`config.mk`:
```
export PLATFORM = sky130hd
export DESIGN_NAME = writeback_unit_flat
export DESIGN_NICKNAME = d
export VERILOG_FILES = /design/src/rtl/writeback_unit_pkg.sv /design/src/rtl/writeback_unit_if.sv /design/src/rtl/writeback_unit_load_align.sv /design/src/rtl/writeback_unit.sv /design/src/flat_wrapper.sv
export SDC_FILE = /design/constraint.sdc
export NUM_CORES = 1
export LEC_CHECK = 0
export CORE_MARGIN = 8
export CORE_UTILIZATION = 51
export CTS_CLUSTER_SIZE = 25
export DETAILED_ROUTE_END_ITERATION = 16
export GPL_ROUTABILITY_DRIVEN = 0
export PLACE_DENSITY = 0.86
export SETUP_SLACK_MARGIN = 0.3
export SKIP_CTS_REPAIR_TIMING = 1
export SLEW_MARGIN = 20
export SYNTH_ARGS = -nofsm -noshare
export SYNTH_HDL_FRONTEND = slang
export SYNTH_SLANG_ARGS = --single-unit
```
`constraint.sdc`:
```
create_clock -name clk -period 4.8 [get_ports clk]
set_input_delay 0.48 -clock clk [delete_from_list [all_inputs] [get_ports clk]]
set_output_delay 0.48 -clock clk [all_outputs]
set_load 0.01 [all_outputs]
```
`src/rtl/writeback_unit_pkg.sv`:
```
//------------------------------------------------------------------------------
// core_pkg : shared control-unit opcode set and writeback classification helpers
// Rev 1.0
//------------------------------------------------------------------------------
`default_nettype none

package core_pkg;

  localparam int OP_W         = 6;
  localparam int XLEN_DEFAULT = 32;

  typedef enum logic [OP_W-1:0] {
    CU_ERROR = 6'd0,
    CU_LUI, CU_AUIPC, CU_JAL, CU_JALR,
    CU_BEQ, CU_BNE, CU_BLT, CU_BGE, CU_BLTU, CU_BGEU,
    CU_LB, CU_LH, CU_LW, CU_LBU, CU_LHU,
    CU_SB, CU_SH, CU_SW,
    CU_ADDI, CU_SLTI, CU_SLTIU, CU_XORI, CU_ORI, CU_ANDI,
    CU_SLLI, CU_SRLI, CU_SRAI,
    CU_ADD, CU_SUB, CU_SLL, CU_SLT, CU_SLTU, CU_XOR, CU_SRL, CU_SRA, CU_OR, CU_AND
  } cuOPType;

  function automatic logic is_load(input cuOPType op);
    return op inside {CU_LB, CU_LH, CU_LW, CU_LBU, CU_LHU};
  endfunction

  function automatic logic writes_rd(input cuOPType op);
    return !(op inside {CU_SB, CU_SH, CU_SW,
                        CU_BEQ, CU_BNE, CU_BLT, CU_BGE, CU_BLTU, CU_BGEU,
                        CU_ERROR});
  endfunction

endpackage

`default_nettype wire

```
`src/rtl/writeback_unit_if.sv`:
```
//------------------------------------------------------------------------------
// writeback_unit_if : retire, data-memory return and register-file write bus
// Rev 1.0
//------------------------------------------------------------------------------
`default_nettype none

interface writeback_unit_if #(
  parameter int XLEN = 32,
  parameter int OP_W = 6
) ();
  logic            in_valid;
  logic            in_ready;
  logic [OP_W-1:0] cu_op;
  logic [XLEN-1:0] pc;
  logic [XLEN-1:0] alu_out;
  logic [XLEN-1:0] imm;
  logic [4:0]      rd;
  logic [1:0]      addr_low;
  logic [XLEN-1:0] mem_rdata;
  logic            mem_ack;
  logic            rf_we;
  logic [4:0]      rf_waddr;
  logic [XLEN-1:0] rf_wdata;
  logic            busy;
  logic            load_err;
  logic            misalign_err;

  modport master (
    output in_valid, cu_op, pc, alu_out, imm, rd, addr_low, mem_rdata, mem_ack,
    input  in_ready, rf_we, rf_waddr, rf_wdata, busy, load_err, misalign_err
  );

  modport slave (
    input  in_valid, cu_op, pc, alu_out, imm, rd, addr_low, mem_rdata, mem_ack,
    output in_ready, rf_we, rf_waddr, rf_wdata, busy, load_err, misalign_err
  );
endinterface

`default_nettype wire

```
`src/rtl/writeback_unit_load_align.sv`:
```
//------------------------------------------------------------------------------
// load_align : byte/half/word lane select and sign/zero extension of load data
// Rev 1.0
//------------------------------------------------------------------------------
`default_nettype none

module load_align
  import core_pkg::*;
#(
  parameter int XLEN = 32
) (
  input  logic [XLEN-1:0] word,
  input  logic [1:0]      addr_low,
  input  cuOPType         op,
  output logic [XLEN-1:0] data
);

  logic [7:0]  lane_b;
  logic [15:0] lane_h;

  always_comb begin
    lane_b = word[{addr_low, 3'b000} +: 8];
    lane_h = word[{addr_low[1], 4'b0000} +: 16];
    case (op)
      CU_LB:   data = XLEN'($signed(lane_b));
      CU_LBU:  data = XLEN'(lane_b);
      CU_LH:   data = XLEN'($signed(lane_h));
      CU_LHU:  data = XLEN'(lane_h);
      default: data = XLEN'($signed(word[31:0]));
    endcase
  end

endmodule

`default_nettype wire

```
`src/rtl/writeback_unit.sv`:
```
//------------------------------------------------------------------------------
// writeback_unit : handshaked writeback stage with variable-latency load wait
// Rev 1.0
//------------------------------------------------------------------------------
`default_nettype none

module writeback_unit
  import core_pkg::*;
#(
  parameter int XLEN           = 32,
  parameter int OP_W           = 6,
  parameter int TIMEOUT_CYCLES = 255,
  parameter int CNT_W          = $clog2(TIMEOUT_CYCLES + 1)
) (
  input logic             clk,
  input logic             rst,
  writeback_unit_if.slave wb
);

  typedef enum logic [0:0] {
    IDLE      = 1'b0,
    LOAD_WAIT = 1'b1
  } state_t;

  localparam logic [CNT_W-1:0] TERM_CNT = CNT_W'(TIMEOUT_CYCLES - 1);

  state_t          state;
  logic [CNT_W-1:0] cnt;
  cuOPType         op_q;
  logic [4:0]      rd_q;
  logic [1:0]      addr_q;
  logic            rf_we_q;
  logic [4:0]      rf_waddr_q;
  logic [XLEN-1:0] rf_wdata_q;
  logic            load_err_q;
  logic            misalign_q;

  cuOPType         op_in;
  logic            accept;
  logic            misaligned;
  logic [XLEN-1:0] upper_imm;
  logic [XLEN-1:0] direct_data;
  logic [XLEN-1:0] load_data;

  assign op_in       = cuOPType'(wb.cu_op);
  assign wb.busy     = (state == LOAD_WAIT);
  assign wb.in_ready = (state != LOAD_WAIT);
  assign accept      = wb.in_valid && wb.in_ready;
  assign upper_imm   = {wb.imm[XLEN-1:12], 12'b0};

  always_comb begin
    misaligned = ((op_in == CU_LH || op_in == CU_LHU) && wb.addr_low[0]) ||
                 (op_in == CU_LW && wb.addr_low != 2'b00);
    case (op_in)
      CU_LUI:          direct_data = upper_imm;
      CU_AUIPC:        direct_data = wb.pc + upper_imm;
      CU_JAL, CU_JALR: direct_data = wb.pc + XLEN'(4);
      default:         direct_data = wb.alu_out;
    endcase
  end

  load_align #(.XLEN(XLEN)) u_load_align (
    .word     (wb.mem_rdata),
    .addr_low (addr_q),
    .op       (op_q),
    .data     (load_data)
  );

  always_ff @(posedge clk) begin
    if (rst) begin
      state      <= IDLE;
      cnt        <= '0;
      op_q       <= CU_ERROR;
      rd_q       <= '0;
      addr_q     <= '0;
      rf_we_q    <= 1'b0;
      rf_waddr_q <= '0;
      rf_wdata_q <= '0;
      load_err_q <= 1'b0;
      misalign_q <= 1'b0;
    end else begin
      rf_we_q    <= 1'b0;
      load_err_q <= 1'b0;
      misalign_q <= 1'b0;
      case (state)
        IDLE: begin
          if (accept) begin
            if (is_load(op_in)) begin
              if (misaligned) begin
                misalign_q <= 1'b1;
              end else begin
                op_q   <= op_in;
                rd_q   <= wb.rd;
                addr_q <= wb.addr_low;
                cnt    <= '0;
                state  <= LOAD_WAIT;
              end
            end else if (writes_rd(op_in) && wb.rd != 5'd0) begin
              rf_we_q    <= 1'b1;
              rf_waddr_q <= wb.rd;
              rf_wdata_q <= direct_data;
            end
          end
        end
        LOAD_WAIT: begin
          // An ack on the terminal-count cycle still completes the load
          if (wb.mem_ack) begin
            rf_we_q    <= (rd_q != 5'd0);
            rf_waddr_q <= rd_q;
            rf_wdata_q <= load_data;
            state      <= IDLE;
          end else if (cnt == TERM_CNT) begin
            load_err_q <= 1'b1;
            state      <= IDLE;
          end else begin
            cnt <= cnt + 1'b1;
          end
        end
        default: state <= IDLE;
      endcase
    end
  end

  assign wb.rf_we        = rf_we_q;
  assign wb.rf_waddr     = rf_waddr_q;
  assign wb.rf_wdata     = rf_wdata_q;
  assign wb.load_err     = load_err_q;
  assign wb.misalign_err = misalign_q;

endmodule

`default_nettype wire

```
`src/flat_wrapper.sv`:
```
// flat-port wrapper written by rule: the top's interface ports become plain ports
module writeback_unit_flat import core_pkg::*;
#(
  parameter int XLEN           = 32,
  parameter int OP_W           = 6,
  parameter int TIMEOUT_CYCLES = 255,
  parameter int CNT_W          = $clog2(TIMEOUT_CYCLES + 1)
)
  (clk, rst, wb_in_valid, wb_cu_op, wb_pc, wb_alu_out, wb_imm, wb_rd, wb_addr_low, wb_mem_rdata, wb_mem_ack, wb_in_ready, wb_rf_we, wb_rf_waddr, wb_rf_wdata, wb_busy, wb_load_err, wb_misalign_err);
  writeback_unit_if #(.XLEN(XLEN), .OP_W(OP_W)) wb_i ();
  input logic clk;
  input logic rst;
  input wire logic [$bits(wb_i.in_valid)-1:0] wb_in_valid;
  input wire logic [$bits(wb_i.cu_op)-1:0] wb_cu_op;
  input wire logic [$bits(wb_i.pc)-1:0] wb_pc;
  input wire logic [$bits(wb_i.alu_out)-1:0] wb_alu_out;
  input wire logic [$bits(wb_i.imm)-1:0] wb_imm;
  input wire logic [$bits(wb_i.rd)-1:0] wb_rd;
  input wire logic [$bits(wb_i.addr_low)-1:0] wb_addr_low;
  input wire logic [$bits(wb_i.mem_rdata)-1:0] wb_mem_rdata;
  input wire logic [$bits(wb_i.mem_ack)-1:0] wb_mem_ack;
  output wire logic [$bits(wb_i.in_ready)-1:0] wb_in_ready;
  output wire logic [$bits(wb_i.rf_we)-1:0] wb_rf_we;
  output wire logic [$bits(wb_i.rf_waddr)-1:0] wb_rf_waddr;
  output wire logic [$bits(wb_i.rf_wdata)-1:0] wb_rf_wdata;
  output wire logic [$bits(wb_i.busy)-1:0] wb_busy;
  output wire logic [$bits(wb_i.load_err)-1:0] wb_load_err;
  output wire logic [$bits(wb_i.misalign_err)-1:0] wb_misalign_err;
  assign wb_i.in_valid = wb_in_valid;
  assign wb_i.cu_op = wb_cu_op;
  assign wb_i.pc = wb_pc;
  assign wb_i.alu_out = wb_alu_out;
  assign wb_i.imm = wb_imm;
  assign wb_i.rd = wb_rd;
  assign wb_i.addr_low = wb_addr_low;
  assign wb_i.mem_rdata = wb_mem_rdata;
  assign wb_i.mem_ack = wb_mem_ack;
  assign wb_in_ready = wb_i.in_ready;
  assign wb_rf_we = wb_i.rf_we;
  assign wb_rf_waddr = wb_i.rf_waddr;
  assign wb_rf_wdata = wb_i.rf_wdata;
  assign wb_busy = wb_i.busy;
  assign wb_load_err = wb_i.load_err;
  assign wb_misalign_err = wb_i.misalign_err;
  writeback_unit #(.XLEN(XLEN), .OP_W(OP_W), .TIMEOUT_CYCLES(TIMEOUT_CYCLES), .CNT_W(CNT_W)) u_core (.clk(clk), .rst(rst), .wb(wb_i));
endmodule
```
==> results of run 1 <==
tightest hold or removal path, stage by stage, from the launching register on:
cell     delay, ns
dfxtp_1       0.31
nand2_1       0.05
a21oi_1       0.05
worst max-delay path by stage:
stage	to	slack, ns
2_1_floorplan	u_core.wb.rf_wdata[28]	2.22
3_3_place_gp	u_core.wb.rf_wdata[30]	1.23
3_5_place_dp	u_core.wb.rf_wdata[30]	1.19
4_1_cts	u_core.wb.rf_wdata[30]	1.56
5_1_grt	u_core.wb.rf_wdata[30]	1.38
6_report	wb_in_ready	1.51
metal layers:
layer / wire length [um] / track usage
met1: 8300 / 0.358
met2: 9910 / 0.467
met5: 0 / 0
met4: 892 / 0.132
met3: 2360 / 0.0601
layout make-up:
| cell class | instances | area [um2] |
|---|---|---|
| inverters | 17 | 63.8 |
| multi-input cells | 597 | 4030 |
| fillers | 866 | 3180 |
| flip-flops and latches | 62 | 1240 |
| well taps | 140 | 175 |
| repair buffers | 178 | 1770 |
| clock inverters | 4 | 95.1 |
| clock buffers | 11 | 141 |
power by group through the flow:
stage,sequential (mW),combinational [mW],clock (mW)
6_report,0.560,0.500,0.560
5_1_grt,0.562,0.534,0.587
4_1_cts,0.559,0.490,0.562
3_5_place_dp,0.570,0.485,0
3_3_place_gp,0.569,0.473,0
2_1_floorplan,0.575,0.233,0
synthesized netlist by cell type, types with 8 or more instances:
master,count
nor2_1,75
a21oi_1,73
nand2_1,63
dfxtp_1,62
clkbuf_1,25
nand3_1,24
ha_1,22
mux2i_1,22
xor2_1,22
o21ai_0,21
xnor2_1,18
buf_2,17
o21ai_1,17
inv_1,15
nand4_1,15
nor3_1,15
a221oi_1,14
a211oi_1,12
a221o_1,9
o211ai_1,9
and2_1,8
and3_1,8
state kept, by name, summed over array words and instances, names as in the netlist:
signal	cells
u_core.addr_q	2
u_core.cnt	8
u_core.op_q	6
u_core.rd_q	5
u_core.wb.busy	1
u_core.wb.load_err	1
u_core.wb.misalign_err	1
u_core.wb.rf_waddr	5
u_core.wb.rf_wdata	32
u_core.wb.rf_we	1
kinds of logic after synthesis:
kind of cell / count (synthesis)
AND/OR/NAND/NOR: 257
AO/OA/AOI/OAI: 248
buffers and inverters: 65
flip-flops: 62
XOR/XNOR: 40
multiplexers: 27
adder cells (fa/ha/maj): 25
metrics by stage:
stage,utilization,cell area (um2),setup slack [ns],instances
global route,0.703,7520,1.38,1009
finish,0.703,7520,1.51,1009
global placement,0.680,7280,1.23,994
floorplan,-,5520,2.22,724
detailed placement,0.680,7280,1.19,994
CTS,0.702,7510,1.56,1009
cell usage in the layout, fill, tap and decap left out, drive strengths merged, types with 6 or more instances in the layout:
cell           Yosys  final
a2111oi            7      7
a211oi            12     12
a21o               7      7
a21oi             74     74
a221o              9      9
a221oi            16     16
a32o               7      7
and2               8      8
and3               8      8
clkbuf            25     11
clkdlybuf4s50      0    174
dfxtp             62     62
ha                22     22
inv               15     15
mux2i             22     22
nand2             63     63
nand3             24     24
nand4             16     16
nor2              77     77
nor2b              7      7
nor3              16     16
nor3b              6      6
o211ai            10     10
o21ai             39     39
o31ai              9      9
o41ai              7      7
or3                7      7
xnor2             18     18
xor2              22     22
==> impl_metrics.json, run 1 <==
{
  "hold_slack_ns": 0.459,
  "skew_ns": 0.00728,
  "htreeDepth": 3,
  "io_buffer_count": 174,
  "synth_ff_type": "dfxtp_1",
  "path_clk_slew_ns": 0.07,
  "fp.dieH_um": 120,
  "finalPower_mw": 1.62,
  "rows": 38,
  "sw_frac_of_total": 0.292,
  "ios": 187,
  "worst_pin_slew_ns": 1.05,
  "viasPerCell": 6.67,
  "rsz0062_at_grt": "false",
  "antenna_found_initial": 0,
  "final_nets": 1033,
  "die_w_um": 120,
  "dp_hpwl_mm": 16.6,
  "critPathLaunch": "u_core.wb.busy",
  "cp_cell_sequence": "clkinv_1, clkdlybuf4s50_1",
  "synthDistinctLibCells": 81,
  "p_int_mw": 1.15,
  "cp_num_buf_inv": 2,
  "timing.fmax_ghz": 0.304,
  "end_kind": "output pin",
  "reg2reg_depth": 7,
  "startpoint_type": "register",
  "final.min_clock_period_ns": 3.29,
  "syn_area_um2": 5520,
  "cts_root_buf": "clkbuf_8",
  "crit_arrival_ns": 2.81,
  "wirelength_mm": 21.5,
  "synth_compound_area_frac": 0.315,
  "synthMuxAreaShare": 0.0541,
  "crit_required_ns": 4.32,
  "p_clk_frac": 0.345,
  "irDropWorstVdd_v": 0.000187,
  "synthTopCellsByArea": "dfxtp_1 (22%), a21oi_1 (6.6%), nor2_1 (5.1%)",
  "critPathMaxStageDelay_ns": 1.02,
  "timing.rr.start": "u_core.wb.busy",
  "pwr-share-seq": 0.346,
  "coreArea_um2": 10700,
  "grt_overflow": 0,
  "p_leak_nw": 2.62,
  "drt-initial-drc-count": 852,
  "cap_violations": 0,
  "setup_viol": 0,
  "grt_pass1_vias": 6396,
  "power_density_nw_per_um2": 215,
  "clk_path_buf_depth": 2,
  "diodes": 0,
  "synth_top_family_by_area": "compound AO/OA/AOI/OAI gates",
  "worstHoldEndpoint": "u_core.wb.rf_wdata[7]",
  "vias": 6733,
  "fin_crit_sh": 0.685,
  "cts_tree": "yes",
  "tns_ns": 0,
  "avgSynthCellArea_um2": 7.63,
  "area_delta_synth_final_pct": 36.2,
  "worstPathMaxFanout": 46,
  "status": "complete, no violations",
  "combPwrFrac": 0.309,
  "yosysSeqAreaShare": 0.225,
  "cp_top_family": "buffers and inverters",
  "cts_num_sinks": 62,
  "r2r_setup_slack_ns": 1.60,
  "hold_start": "u_core.wb.rf_wdata[7]",
  "cp.depth": 2,
  "cts_buffers": 9,
  "ant_nets": 0,
  "die_area_um2": 14400,
  "synth_edf_count": 0,
  "wl_per_cell_um": 21.3,
  "grt_use_total": 0.287,
  "crit_slowest_cell": "dfxtp_2",
  "grt_max_degree": 47,
  "synth-adder-area-share": 0.0571,
  "synth-seq-cells": 62,
  "async_flop_share": 0,
  "hold_viol": 0,
  "path_class": "register to output pin",
  "drv_slew": 0,
  "yosys.area.top_type": "dfxtp_1",
  "netlist_instances": 724,
  "p_sw_uw": 473,
  "firstDrtPassIters": 9,
  "synth_warnings": 0,
  "clock_latency_ns": 0.36,
  "max_slew_margin": 0.302,
  "hold_class": "register to register",
  "min_path_cells": 2,
  "reg2reg_to": "u_core.wb.rf_wdata[25]",
  "drive_gt1_frac": 0.0495,
  "start_util": 0.516,
  "synth_top_area_share": 0.225,
  "syn-num-nets": 892,
  "drc": 0,
  "synthSimpleGateAreaFrac": 0.238,
  "grt_pass1_wl_mm": 33.3,
  "synth_xor_xnor_area_share": 0.0634
}
No activity file was read; power rests on OpenSTA's default activity.
==> inputs of run 2 (changes only) <==
CORE_UTILIZATION = 47   (was 51)
PLACE_DENSITY = 0.8   (was 0.86)
clock period = 3.1 ns   (was 4.8 ns; I/O delays follow)
==> impl_metrics.json, run 2 (synthesis gave the netlist of run 1 again) <==
{
  "cts_root_buf": "clkbuf_16",
  "worst_pin_slew_ns": 0.688,
  "reg2reg_depth": 7,
  "multi_input_area_um2": 4070,
  "critPathMaxStageDelay_ns": 0.48,
  "antenna_found_initial": 1,
  "coreArea_um2": 11500,
  "setup_viol": 0,
  "rsz0062_at_grt": "false",
  "clk_path_buf_depth": 2,
  "dp_slack_ns": -0.162,
  "grt_max_degree": 39,
  "regArea_um2": 1240,
  "fp.dieH_um": 124,
  "mostFrequentLayoutCells": "clkdlybuf4s50_1 (174), nor2_1 (75), a21oi_1 (73)",
  "cts_num_sinks": 62,
  "irDropWorstVdd_v": 0.000396,
  "vias": 6898,
  "grt_use_total": 0.273,
  "max_slew_margin": 0.529,
  "drt-initial-drc-count": 877,
  "cts_buffers": 9,
  "cp_cell_sequence": "clkdlybuf4s50_1, ha_2, fa_2, a21o_1, a221oi_4, a21oi_4, buf_4, a31oi_2, xnor2_1, a21oi_1, o41ai_1",
  "area_delta_synth_final_pct": 43.8,
  "drv_slew": 0,
  "p_leak_nw": 2.83,
  "dp_hpwl_mm": 17.6,
  "crit_required_ns": 3.34,
  "final.min_clock_period_ns": 2.69,
  "hold_class": "register to register",
  "path_class": "input pin to register",
  "final_nets": 1070,
  "end_kind": "register",
  "start_util": 0.482,
  "hold_viol": 0,
  "cts_tree": "yes",
  "wl_per_cell_um": 21.5,
  "rows": 39,
  "ant_nets": 0,
  "path_clk_slew_ns": 0.05,
  "startpoint_type": "input pin",
  "ios": 187,
  "viasPerCell": 6.57,
  "die_area_um2": 15500,
  "fill_cells": 919,
  "tns_ns": 0,
  "timing.fmax_ghz": 0.371,
  "grt_pass1_wl_mm": 34.6,
  "min_path_cells": 2,
  "fin_crit_sh": 0.869,
  "setup_ws_ns": 0.406,
  "diodes": 0,
  "htreeDepth": 3,
  "drc": 0,
  "utilization": 0.693,
  "wirelength_mm": 22.5,
  "drive_gt1_frac": 0.0937,
  "grt_pass1_vias": 6707,
  "finalPower_mw": 2.79,
  "largest_reg_flops": 32,
  "crit_arrival_ns": 2.94,
  "cap_violations": 0,
  "crit_slowest_cell": "clkdlybuf4s50_1",
  "status": "complete, no violations",
  "io_buffer_count": 174,
  "worstPathMaxFanout": 4,
  "skew_ns": 0.00418,
  "die_w_um": 124,
  "power_density_nw_per_um2": 351,
  "layout_commonest_cell": "clkdlybuf4s50_1",
  "firstDrtPassIters": 9,
  "grt_overflow": 0,
  "clock_latency_ns": 0.34
}
run 2: where the power goes:
group / switching, mW / leakage [nW] / total (mW) / internal, mW
Sequential: 0.0272 / 0.507 / 0.865 / 0.838
Clock: 0.364 / 0.150 / 1.09 / 0.726
Combinational: 0.409 / 2.17 / 0.835 / 0.426
Total: 0.800 / 2.83 / 2.79 / 1.99
run 2: worst paths after layout:
kind	start	end	slack, ns
worst max-delay path	wb_imm[12]	u_core.wb.rf_wdata[24]	0.41
worst min-delay path	u_core.wb.rf_wdata[12]	u_core.wb.rf_wdata[12]	0.45
worst max register to register	u_core.op_q[3]	u_core.wb.rf_wdata[6]	0.69
worst min register to register	u_core.wb.rf_wdata[12]	u_core.wb.rf_wdata[12]	0.45
run 2: stage by stage:
step | std cells | hold WS (ns) | area [um2]
floorplan | 724 | 0.429 | 5520
global placement | 1033 | 0.431 | 7580
detailed placement | 1033 | 0.434 | 7580
CTS | 1049 | 0.449 | 7900
global route | 1050 | 0.472 | 7940
finish | 1050 | 0.450 | 7940
run 2: layout make-up:
class | count | share of cell area
Sequential cell | 62 | 0.156
Timing Repair Buffer | 215 | 0.261
Tap cell | 143 | 0.0225
Multi-Input combinational cell | 597 | 0.512
Inverter | 17 | 0.00803
Clock buffer | 13 | 0.0315
Clock inverter | 3 | 0.00851
run 2: worst max-delay path, delay by kind of cell:
kind | cells | cell delay, ns
AO/OA/AOI/OAI | 6 | 1.27
buffers and inverters | 2 | 0.64
adder cells (fa/ha/maj) | 2 | 0.58
XOR/XNOR | 1 | 0.13
run 2: routing by layer:
layer | track usage | part of all wire
met5 | 0 | 0.00058
met4 | 0.154 | 0.049
met3 | 0.0494 | 0.099
met2 | 0.449 | 0.46
met1 | 0.328 | 0.39
==> inputs of run 3 (changes only) <==
CORE_UTILIZATION = 42   (was 47)
PLACE_DENSITY = 0.76   (was 0.8)
RECOVER_POWER = 25   (was unset)
SETUP_SLACK_MARGIN = 0.4   (was 0.3)
clock period = 2.45 ns   (was 3.1 ns; I/O delays follow)
==> impl_metrics.json, run 3 (synthesis gave the netlist of run 1 again) <==
{
  "grt_pass1_wl_mm": 34.3,
  "finalPower_mw": 3.64,
  "timing.rr.start": "u_core.op_q[4]",
  "wirelength_mm": 25.2,
  "timing.fmax_ghz": 0.474,
  "htreeDepth": 3,
  "dp_hpwl_mm": 18.3,
  "power_density_nw_per_um2": 376,
  "p_clk_frac": 0.315,
  "die_w_um": 131,
  "final.min_clock_period_ns": 2.11,
  "highest-signal-layer": "met4",
  "drc": 0,
  "cts_tree": "yes",
  "dr_wl_met2_mm": 11.7,
  "firstDrtPassIters": 8,
  "p_int_mw": 2.48,
  "path_class": "register to register",
  "rsz0062_at_grt": "true",
  "crit_required_ns": 2.68,
  "grt_pass1_vias": 6672,
  "grt_use_total": 0.255,
  "largest_reg_flops": 32,
  "ant_nets": 0,
  "end_kind": "register",
  "vias": 7325,
  "max_slew_margin": 0.368,
  "crit_arrival_ns": 2.33,
  "cts_root_buf": "clkbuf_16",
  "skew_ns": 0.00860,
  "io_buffer_count": 174,
  "grt_max_degree": 37,
  "area_delta_synth_final_pct": 75.0,
  "min_path_cells": 4,
  "grt_overflow": 0,
  "rows": 42,
  "crit_end": "u_core.wb.rf_wdata[6]",
  "p_sw_mw": 1.15,
  "reg2reg_to": "u_core.wb.rf_wdata[6]",
  "combPwrFrac": 0.384,
  "coreArea_um2": 13000,
  "sw_frac_of_total": 0.317,
  "m1WireLength_mm": 9.77,
  "p_leak_nw": 4.01,
  "hold_class": "input pin to register",
  "pwr-share-seq": 0.301,
  "cts_num_sinks": 62,
  "layout_commonest_cell": "buf_4",
  "antenna_found_initial": 0,
  "wl_per_cell_um": 21.0,
  "mostFrequentLayoutCells": "buf_4 (138), clkdlybuf4s50_1 (94), nor2_1 (71)",
  "clk_path_buf_depth": 2,
  "drive_gt1_frac": 0.286,
  "ios": 187,
  "r2r_setup_slack_ns": 0.34,
  "viasPerCell": 6.12,
  "tns_ns": 0,
  "clock_latency_ns": 0.34,
  "startpoint_type": "register",
  "fp.dieH_um": 131,
  "start_util": 0.424,
  "hold_viol": 0,
  "worstPathMaxFanout": 7,
  "final_nets": 1183,
  "drt-initial-drc-count": 1041,
  "worst_pin_slew_ns": 0.948,
  "setup_viol": 0,
  "wl_met3_mm": 2.43,
  "path_clk_slew_ns": 0.05,
  "irDropWorstVdd_v": 0.000266,
  "status": "complete, no violations",
  "cap_violations": 0,
  "reg2reg_depth": 7,
  "drv_slew": 0,
  "die_area_um2": 17100,
  "critPathLaunch": "u_core.op_q[4]",
  "hold_start": "wb_rd[1]",
  "cts_buffers": 9,
  "fin_crit_sh": 0.861
}
[run 3: how the worst min path moves through the flow]
| stage | to |
|---|---|
| 6_report | u_core.rd_q[1] |
| 4_1_cts | u_core.wb.rf_wdata[26] |
| 3_5_place_dp | u_core.wb.rf_wdata[26] |
| 2_1_floorplan | u_core.addr_q[0] |
| 5_1_grt | u_core.rd_q[1] |
| 3_3_place_gp | u_core.wb.rf_wdata[26] |
[run 3: metal layers]
| layer | track usage | up-vias |
|---|---|---|
| li1 | - | 3335 |
| met1 | 0.322 | 3413 |
| met2 | 0.408 | 468 |
| met3 | 0.0483 | 109 |
| met4 | 0.130 | 0 |
| met5 | 0 | - |
[run 3: cell type report]
type	instances	area, um2
Timing Repair Buffer	327	3110
Fill cell	910	3370
Clock inverter	6	38.8
Antenna cell	1	2.50
Multi-Input combinational cell	598	4750
Sequential cell	62	1250
Tap cell	176	220
Inverter	17	63.8
Clock buffer	10	229
[run 3: power groups by stage]
stage	Combinational, mW	Clock [mW]	Sequential, mW
after floorplan	0.477	0	1.13
after global placement	1.16	0	1.11
after detailed placement	1.18	0	1.11
after CTS	1.19	1.15	1.09
after global routing	1.48	1.20	1.10
final	1.40	1.15	1.09
[run 3: through the flow]
| stage | instances | instance area (um2) | setup slack [ns] | hold slack (ns) | utilization |
|---|---|---|---|---|---|
| 2_1_floorplan | 724 | 5600 | 0.323 | 0.392 | - |
| 3_3_place_gp | 1167 | 8490 | -0.385 | 0.430 | 0.652 |
| 3_5_place_dp | 1167 | 8490 | -0.486 | 0.440 | 0.652 |
| 4_1_cts | 1183 | 8760 | -0.158 | 0.451 | 0.672 |
| 5_1_grt | 1196 | 9660 | 0.262 | 0.337 | 0.741 |
| 6_report | 1197 | 9660 | 0.341 | 0.314 | 0.741 |
[run 3: critical path, cell delays in order, from the launching register on]
cell	delay [ns]
dfxtp_1	0.33
or3b_4	0.46
nor2_1	0.16
o21ai_2	0.14
a222oi_1	0.47
a221oi_1	0.20
a21oi_1	0.17
nor2_1	0.05
